File: config.mk
export PLATFORM = sky130hd
export DESIGN_NAME = i_fetch
export DESIGN_NICKNAME = d
export VERILOG_FILES = /design/src/rtl/rv32i_types.sv /design/src/rtl/i_fetch_hold_buf.sv /design/src/rtl/i_fetch.sv
export SDC_FILE = /design/constraint.sdc
export NUM_CORES = 1
export LEC_CHECK = 0
export BUFFER_PORTS_ARGS = -buffer_cell sky130_fd_sc_hd__buf_4
export CORE_MARGIN = 3
export CORE_UTILIZATION = 50
export CTS_CLUSTER_DIAMETER = 120
export DETAILED_ROUTE_END_ITERATION = 10
export PLACE_DENSITY = 0.75
export SYNTH_ARGS = -nofsm -noshare
export SYNTH_HDL_FRONTEND = slang
export SYNTH_SLANG_ARGS = --single-unit
File: constraint.sdc
create_clock -name clk -period 10.5 [get_ports clk]
set_clock_uncertainty 0.1 [all_clocks]
set_input_delay 0.525 -clock clk [delete_from_list [all_inputs] [get_ports clk]]
set_output_delay 0.525 -clock clk [all_outputs]
set_load 0.01 [all_outputs]
File: src/rtl/rv32i_types.sv
// Shared RV32I pipeline types and defaults used by the fetch and decode stages.
// IF_ID_stage_t is the IF/ID hand-off record consumed by i_decode.
package rv32i_types;

  localparam logic [31:0] PC_RESET_DEFAULT  = 32'h4000_0060;
  localparam logic [31:0] NOP_INSTR_DEFAULT = 32'h0000_0013;

  typedef enum logic [1:0] {
    FETCH,
    SQUASH,
    HOLD
  } fetch_state_t;

  typedef struct packed {
    logic [31:0] word;
  } instr_t;

  typedef struct packed {
    logic [63:0] rvfi_order;
    logic [31:0] rvfi_pc_rdata;
    logic [31:0] rvfi_pc_wdata;
  } rvfi_d_t;

  typedef struct packed {
    logic [31:0] pc;
    instr_t      ir;
    rvfi_d_t     rvfi_d;
  } IF_ID_stage_t;

  function automatic logic [31:0] pcPlus4(input logic [31:0] pc);
    return pc + 32'd4;
  endfunction

endpackage

File: src/rtl/i_fetch_hold_buf.sv
// One-entry {pc, word} buffer that parks a fetched instruction while decode
// is stalled. Set wins over clear when both are asserted.
module fetch_hold_buf (
  input  logic        clk,
  input  logic        rst,
  input  logic        i_set,
  input  logic        i_clear,
  input  logic [31:0] i_pc,
  input  logic [31:0] i_word,
  output logic        o_valid,
  output logic [31:0] o_pc,
  output logic [31:0] o_word
);

  logic        r_valid;
  logic [31:0] r_pc;
  logic [31:0] r_word;

  always_ff @(posedge clk or posedge rst) begin
    if (rst) begin
      r_valid <= 1'b0;
      r_pc    <= '0;
      r_word  <= '0;
    end else if (i_set) begin
      r_valid <= 1'b1;
      r_pc    <= i_pc;
      r_word  <= i_word;
    end else if (i_clear) begin
      r_valid <= 1'b0;
    end
  end

  assign o_valid = r_valid;
  assign o_pc    = r_pc;
  assign o_word  = r_word;

endmodule

File: src/rtl/i_fetch.sv
// Instruction-fetch stage: owns the PC, runs the imem read handshake, parks a
// word across decode stalls and squashes wrong-path fetches on redirect.
module i_fetch
  import rv32i_types::*;
#(
  parameter logic [31:0] PC_RESET  = PC_RESET_DEFAULT,
  parameter logic [31:0] NOP_INSTR = NOP_INSTR_DEFAULT
) (
  input  logic         clk,
  input  logic         rst,
  input  logic         stall,
  input  logic         branch_take,
  input  logic [31:0]  branch_target,
  output logic [31:0]  imem_address,
  output logic         imem_read,
  input  logic [31:0]  imem_rdata,
  input  logic         imem_resp,
  output IF_ID_stage_t if_out,
  output logic         if_valid
);

  fetch_state_t r_state;
  fetch_state_t w_nextState;
  logic [31:0]  r_pc;
  logic [31:0]  r_reqAddr;
  logic [31:0]  w_nextPc;
  logic [31:0]  w_nextReqAddr;
  logic [63:0]  r_order;
  IF_ID_stage_t r_ifOut;
  logic         r_ifValid;
  logic         w_load;
  logic         w_holdSet;
  logic         w_holdClear;
  logic         w_holdValid;
  logic [31:0]  w_holdPc;
  logic [31:0]  w_holdWord;
  logic [31:0]  w_loadPc;
  logic [31:0]  w_loadWord;

  fetch_hold_buf u_holdBuf (
    .clk    (clk),
    .rst    (rst),
    .i_set  (w_holdSet),
    .i_clear(w_holdClear),
    .i_pc   (r_reqAddr),
    .i_word (imem_rdata),
    .o_valid(w_holdValid),
    .o_pc   (w_holdPc),
    .o_word (w_holdWord)
  );

  always_ff @(posedge clk or posedge rst) begin
    if (rst) r_state <= FETCH;
    else     r_state <= w_nextState;
  end

  always_comb begin
    w_nextState = r_state;
    case (r_state)
      FETCH: begin
        if (branch_take)          w_nextState = imem_resp ? FETCH : SQUASH;
        else if (imem_resp && stall) w_nextState = HOLD;
      end
      SQUASH:  if (imem_resp) w_nextState = FETCH;
      HOLD:    if (branch_take || !stall) w_nextState = FETCH;
      default: w_nextState = FETCH;
    endcase
  end

  // A squashed request keeps its old address on the bus until memory answers;
  // only then does the request address catch up with the redirected PC.
  always_comb begin
    imem_read     = 1'b0;
    imem_address  = r_reqAddr;
    w_load        = 1'b0;
    w_holdSet     = 1'b0;
    w_holdClear   = 1'b0;
    w_loadPc      = r_reqAddr;
    w_loadWord    = imem_rdata;
    w_nextPc      = r_pc;
    w_nextReqAddr = r_reqAddr;
    case (r_state)
      FETCH: begin
        imem_read = !rst;
        if (branch_take) begin
          w_nextPc = branch_target;
          if (imem_resp) w_nextReqAddr = branch_target;
        end else if (imem_resp) begin
          w_nextPc      = pcPlus4(r_reqAddr);
          w_nextReqAddr = pcPlus4(r_reqAddr);
          w_holdSet     = stall;
          w_load        = !stall;
        end
      end
      SQUASH: begin
        imem_read = !rst;
        if (branch_take) w_nextPc = branch_target;
        if (imem_resp)   w_nextReqAddr = branch_take ? branch_target : r_pc;
      end
      HOLD: begin
        w_loadPc   = w_holdPc;
        w_loadWord = w_holdWord;
        if (branch_take) begin
          w_nextPc      = branch_target;
          w_nextReqAddr = branch_target;
          w_holdClear   = 1'b1;
        end else if (!stall) begin
          w_load      = w_holdValid;
          w_holdClear = 1'b1;
        end
      end
      default: ;
    endcase
  end

  always_ff @(posedge clk or posedge rst) begin
    if (rst) begin
      r_pc             <= PC_RESET;
      r_reqAddr        <= PC_RESET;
      r_order          <= '0;
      r_ifValid        <= 1'b0;
      r_ifOut.pc       <= PC_RESET;
      r_ifOut.ir.word  <= NOP_INSTR;
      r_ifOut.rvfi_d   <= '0;
    end else begin
      r_pc      <= w_nextPc;
      r_reqAddr <= w_nextReqAddr;
      if (branch_take) begin
        r_ifValid       <= 1'b0;
        r_ifOut.ir.word <= NOP_INSTR;
      end else if (!stall) begin
        if (w_load) begin
          r_ifValid                      <= 1'b1;
          r_ifOut.pc                     <= w_loadPc;
          r_ifOut.ir.word                <= w_loadWord;
          r_ifOut.rvfi_d.rvfi_pc_rdata   <= w_loadPc;
          r_ifOut.rvfi_d.rvfi_pc_wdata   <= pcPlus4(w_loadPc);
          r_ifOut.rvfi_d.rvfi_order      <= r_order;
          r_order                        <= r_order + 64'd1;
        end else begin
          r_ifValid       <= 1'b0;
          r_ifOut.ir.word <= NOP_INSTR;
        end
      end
    end
  end

  assign if_out   = r_ifOut;
  assign if_valid = r_ifValid;

endmodule

* After elaboration in Yosys (flattened, before gate mapping)
Index checks and enable logic that the tools add are counted.
Word-level totals: output and inout bits 226, bits of input ports 69, register bits 388
Cells by class: bitwise logic cells 2, mux-type cells 38, reduce and logical (&&, ||, !) cells 14, equal/unequal tests 9, $add $sub $neg 3
Operators with widths (number):
- 32-bit two-way mux | 11
- 160-bit two-way mux | 1
- 128-bit two-way mux | 1
- 32-bit case mux with 3 select lines | 1
- 32-bit by 3-bit adder with 32-bit output, second input constant | 2
- 64-bit by 1-bit adder with 64-bit output, second input constant | 1
- 32-bit case mux with 2 select lines | 1
- 1-bit two-way mux | 17
- 2-bit two-way mux | 4
- 2-bit != test, second input constant | 4
- 3-bit != test, second input constant | 2
- 2-bit case mux with 3 select lines | 1
- 3-bit AND reduction | 2
- 4-bit AND reduction | 1
- 2-bit nonzero test | 2
- 2-bit OR reduction | 2
- 3-bit nonzero test | 1
- 2-bit by 1-bit == test with 1-bit output, second input constant | 1
- 2-bit == test, second input constant | 1
- 1-bit zero test | 2
- 2-bit zero test | 1
- 2-bit by 1-bit != test with 1-bit output, second input constant | 1
- 1-bit inverter | 2
- 1-bit case mux with 2 select lines | 1
- other kinds (3) | 3

* Depth between registers and ports, before layout
word-level depth 7, mapped depth 13

* By module
Synthesis repeated with hierarchy kept, for this count alone.
Unflattened totals: cells, all modules 1712, area, all modules 17433.0 um2
By module, submodules not included:
- i_fetch | times used 1, area each 14814.2 um2, cells each 1573
- fetch_hold_buf | times used 1, area each 2618.8 um2, cells each 139

* Least setup slack after synthesis
OpenSTA, ideal clock, no wires.
path kind register -> register, from register r_state[0], to register r_ifOut, in the netlist if_out[26], arrival time 2.690 ns, path buffers 5, clock period less this slack 2.886 ns, stages on the path, launching flop included 14, path slack 7.614 ns, setup time 0.095 ns, data required time 10.305 ns, cells stage by stage dfrtp_1 inv_1 ha_1 buf_6 buf_6 buf_2 buf_2 mux2_2 ha_1 nor2b_1 nand3_4 buf_6 o31a_1 o31ai_1
Between the ends: word-level cells in the longest chain between the ends 3, elaborated cells on any way between the ends 6, those cells by class 1 x add/sub; 1 x eq/ne; 2 x mux; 2 x reduce/logical
RTL lines:
- start, declared | line i_fetch.sv:22 | fetch_state_t r_state;
- start signal, assigned | line i_fetch.sv:54 | else r_state <= w_nextState;
- 2-bit == test | line i_fetch.sv:82 | case (r_state)
- 32-bit two-way mux | line i_fetch.sv:82
- via w_loadPc[3] | line i_fetch.sv:37 | logic [31:0] w_loadPc;
- 32-bit by 3-bit adder with 32-bit output | line rv32i_types.sv:31 | return pc + 32'd4;
- end, declared | line i_fetch.sv:29 | IF_ID_stage_t r_ifOut;
The timed path passes the listed nets, and every way through them passes these cells. A chain may end at the register's enable or synchronous reset.

* Worst setup path in the final report
from register r_state[0], to register r_ifOut, in the netlist if_out[23]
Between the ends: word-level cells in the longest chain between the ends 3, elaborated cells on any way between the ends 6, those cells by class 1 x add/sub; 1 x eq/ne; 2 x mux; 2 x reduce/logical
RTL lines (line):
- 2-bit == test / 2-bit zero test (equally long branches) | i_fetch.sv:82
- 32-bit two-way mux / 1-bit case mux with 2 select lines (equally long branches) | i_fetch.sv:82
- 32-bit by 3-bit adder with 32-bit output / 3-bit AND reduction (equally long branches)
Several ways; a longest one is shown, not always the timed one.

==> results.toml <==
[status]
outcome = "finished, final reports clean"

[route]
drt-total-wl_mm = 48.93
ant_nets = 0
first_pass_iters = 7
drtIter0Drc = 1223
vias_per_cell = 5.861
wire_per_inst_um = 20.13
drcViolationCount = 0
num_vias = 14240

[min_path]
min_path_type = "in -> reg"
holdCritStartpoint = "imem_rdata[31]"
hold_path_depth = 2

[synthesis]
syn-cell-area_um2 = 17500
ys_ff_latch = 357
synth_flop_cell = "dfrtp_1"
async_reset_ff_share_pct = 100.0
syn_inst = 1743
synth_fp_nets = 1818
synth_edf_count = 0
ys_seq_area_share_pct = 51.13
avgSynthCellArea_um2 = 10.04
ys_warn_count = 0
synth_cell_type_count = 85

[worst_setup_path]
critPathKind = "reg -> reg"
r2r_cells = 8
start_kind = "flip-flop"
crit_buf_inv = 2
path_cells = "inv_1, ha_4, buf_4, nand4_1, a211o_4, or2_1, o311a_1, a221o_1"
cp.depth = 8
crit_path_start = "r_state[0]"
cp.required_ps = 10810
path_max_fanout = 58
critPathSlowestCell = "buf_4"
cpPeakStageDelay_ps = 730
cp-end-kind = "flip-flop"
reg2reg_from = "r_state[0]"
path_delay_family = "compound AO/OA/AOI/OAI gates"
cp_data_arrival_time_ps = 4300

[cells_and_area]
fill_cells = 2894
fin_cells = 2430
nets = 2026
design_area_um2 = 20960
drive_gt1_share_pct = 25.18
areaGrowthSynthToFinish_pct = 19.76
n_antenna_cell = 0

[die]
die_area_um2 = 37280
fp.coreArea_um2 = 34040
die_y_um = 193.1
rows = 67
die_w_um = 193.1
io_pins = 295
start_util_pct = 51.42

[sta]
fmax_mhz = 250.3
final.setup.worst_slack_ps = 6505
fin_crit_sh_pct = 38.05
finalHoldViolations = 0
rsz0062_at_grt = "false"
slew_headroom_pct = 24.98
setup_viol = 0
slew_viol_final = 0
finalSetupTns_ps = 0
worst-slew-pin-transition_ps = 1121
final.min_clock_period_ps = 3995

[clocking]
hold_buffers = 1
h-tree-depth = 2
clock-sinks = 357
cts-resized-gates = 0
cts_tree = "done"
cts_buffers = 39
cts_setup_buffers = 0
clk_latency_ps = 530
root_buffer = "clkbuf_16"
clockBufferDepth = 3
path_clk_slew_ps = 60

[power_and_ir_drop]
p_total_mw = 5.857
p_per_area_nw_per_um2 = 279.4
peakVddDrop_mv = 0.1940
leakagePower_nw = 9.768

[global_routing]
antenna_found_initial = 0
grt_pass1_vias = 13810
grt_max_degree = 195
track_usage_pct = 25.86
grt.overflow.total = 0
grt_pass1_wl_mm = 76.84

[placed_design]
detailed_place_hpwl_mm = 33.36
gp_congestion = 0.8746
port_buffers = 294
post_dp_cell_area_um2 = 19720
placedCellCount = 2357
place_ws_ps = 6548

[run]
max_cap_violations = 0
logic make-up after synthesis:
group,count (synthesis),share of synthesized area (%)
XOR/XNOR,94,4.704
flip-flops,357,51.13
AO/OA/AOI/OAI,304,11.75
adder cells (fa/ha/maj),6,0.4290
AND/OR/NAND/NOR,687,19.10
buffers and inverters,158,4.518
multiplexers,137,8.358
state kept, by name, summed over array words and instances, names as in the netlist:
register           cells
if_out               161
r_order               64
imem_address          32
r_pc                  32
u_holdBuf.o_pc        32
u_holdBuf.o_word      32
r_state                2
if_valid               1
u_holdBuf.o_valid      1
power breakdown:
group	switching, mW	internal [mW]	total (mW)
clock	0.557	0.767	1.32
combinational	1.25	1.00	2.26
sequential	0.474	1.80	2.28
metal layers:
metal	vias up	share of wire, %	track usage, %
li1	6555	-	-
met1	6990	43	36.53
met2	609	46	41.14
met3	88	7.8	4.158
met4	0	3.0	8.401
met5	-	0	0
area by class of cell:
type | count | area [µm²] | area share, %
Clock buffer | 58 | 1119 | 5.337
Clock inverter | 14 | 115.1 | 0.5492
Inverter | 14 | 56.30 | 0.2686
Multi-Input combinational cell | 1228 | 7810 | 37.26
Sequential cell | 357 | 8949 | 42.70
Tap cell | 448 | 560.5 | 2.674
Timing Repair Buffer | 311 | 2350 | 11.21
final timing paths:
kind / slack, ps / endpoint
setup / recovery: 6510 / if_out[23]
hold / removal: 140 / u_holdBuf.o_word[31]
setup reg to reg: 6510 / if_out[23]
hold reg to reg: 370 / if_out[79]
max in group asynchronous: 7640 / if_out[171]
min in group asynchronous: 400 / u_holdBuf.o_word[24]
cells in the final DEF, fill, tap and decap left out, types with 5 or more instances in the layout:
cell type    n
a21oi_1     33
a221oi_1    19
a22oi_1     26
a31oi_1      7
and2_1       6
and3_1      19
and4_1      21
buf_4      309
clkbuf_1    13
clkbuf_16   40
clkbuf_8     5
clkinv_2     9
dfrtp_1    345
dfstp_2     12
ha_1         5
inv_1       12
mux2_2      73
mux2i_1     64
nand2_1    351
nand2b_1    10
nand3_1     46
nand4_1     39
nor2_1      86
nor2b_1      7
nor3_1      29
nor3_2       6
nor4_1      19
nor4_2       5
o211ai_1     5
o21a_1      14
o21ai_0    110
o221ai_1     7
o22ai_1      7
o31a_1       8
o31ai_1      9
or2_2        5
or4_1        7
xnor2_1     64
xor2_1      30
cells in the mapped netlist (all sizes together) (14+ instances only):
cell type | count | area (µm²)
dfrtp | 345 | 8633
mux2 | 73 | 822.0
nand2 | 352 | 1321
a22oi | 26 | 195.2
o21a | 14 | 105.1
xnor2 | 64 | 560.5
and3 | 19 | 118.9
o21ai | 112 | 564.3
a21oi | 33 | 165.2
nand3 | 50 | 272.8
nor3 | 35 | 200.2
nor4 | 24 | 181.4
nor2 | 86 | 322.8
buf | 73 | 471.7
a221oi | 20 | 192.7
clkbuf | 71 | 266.5
and4 | 22 | 193.9
xor2 | 30 | 262.8
mux2i | 64 | 640.6
nand4 | 44 | 315.3
through the flow:
stage	hold WS [ps]	util, %
global placement	360.1	57.93
detailed placement	362.5	57.93
floorplan	345.3	-
global route	129.8	61.58
CTS	124.6	61.58
finish	144.8	61.58
Power figures use the tool's default switching activity.
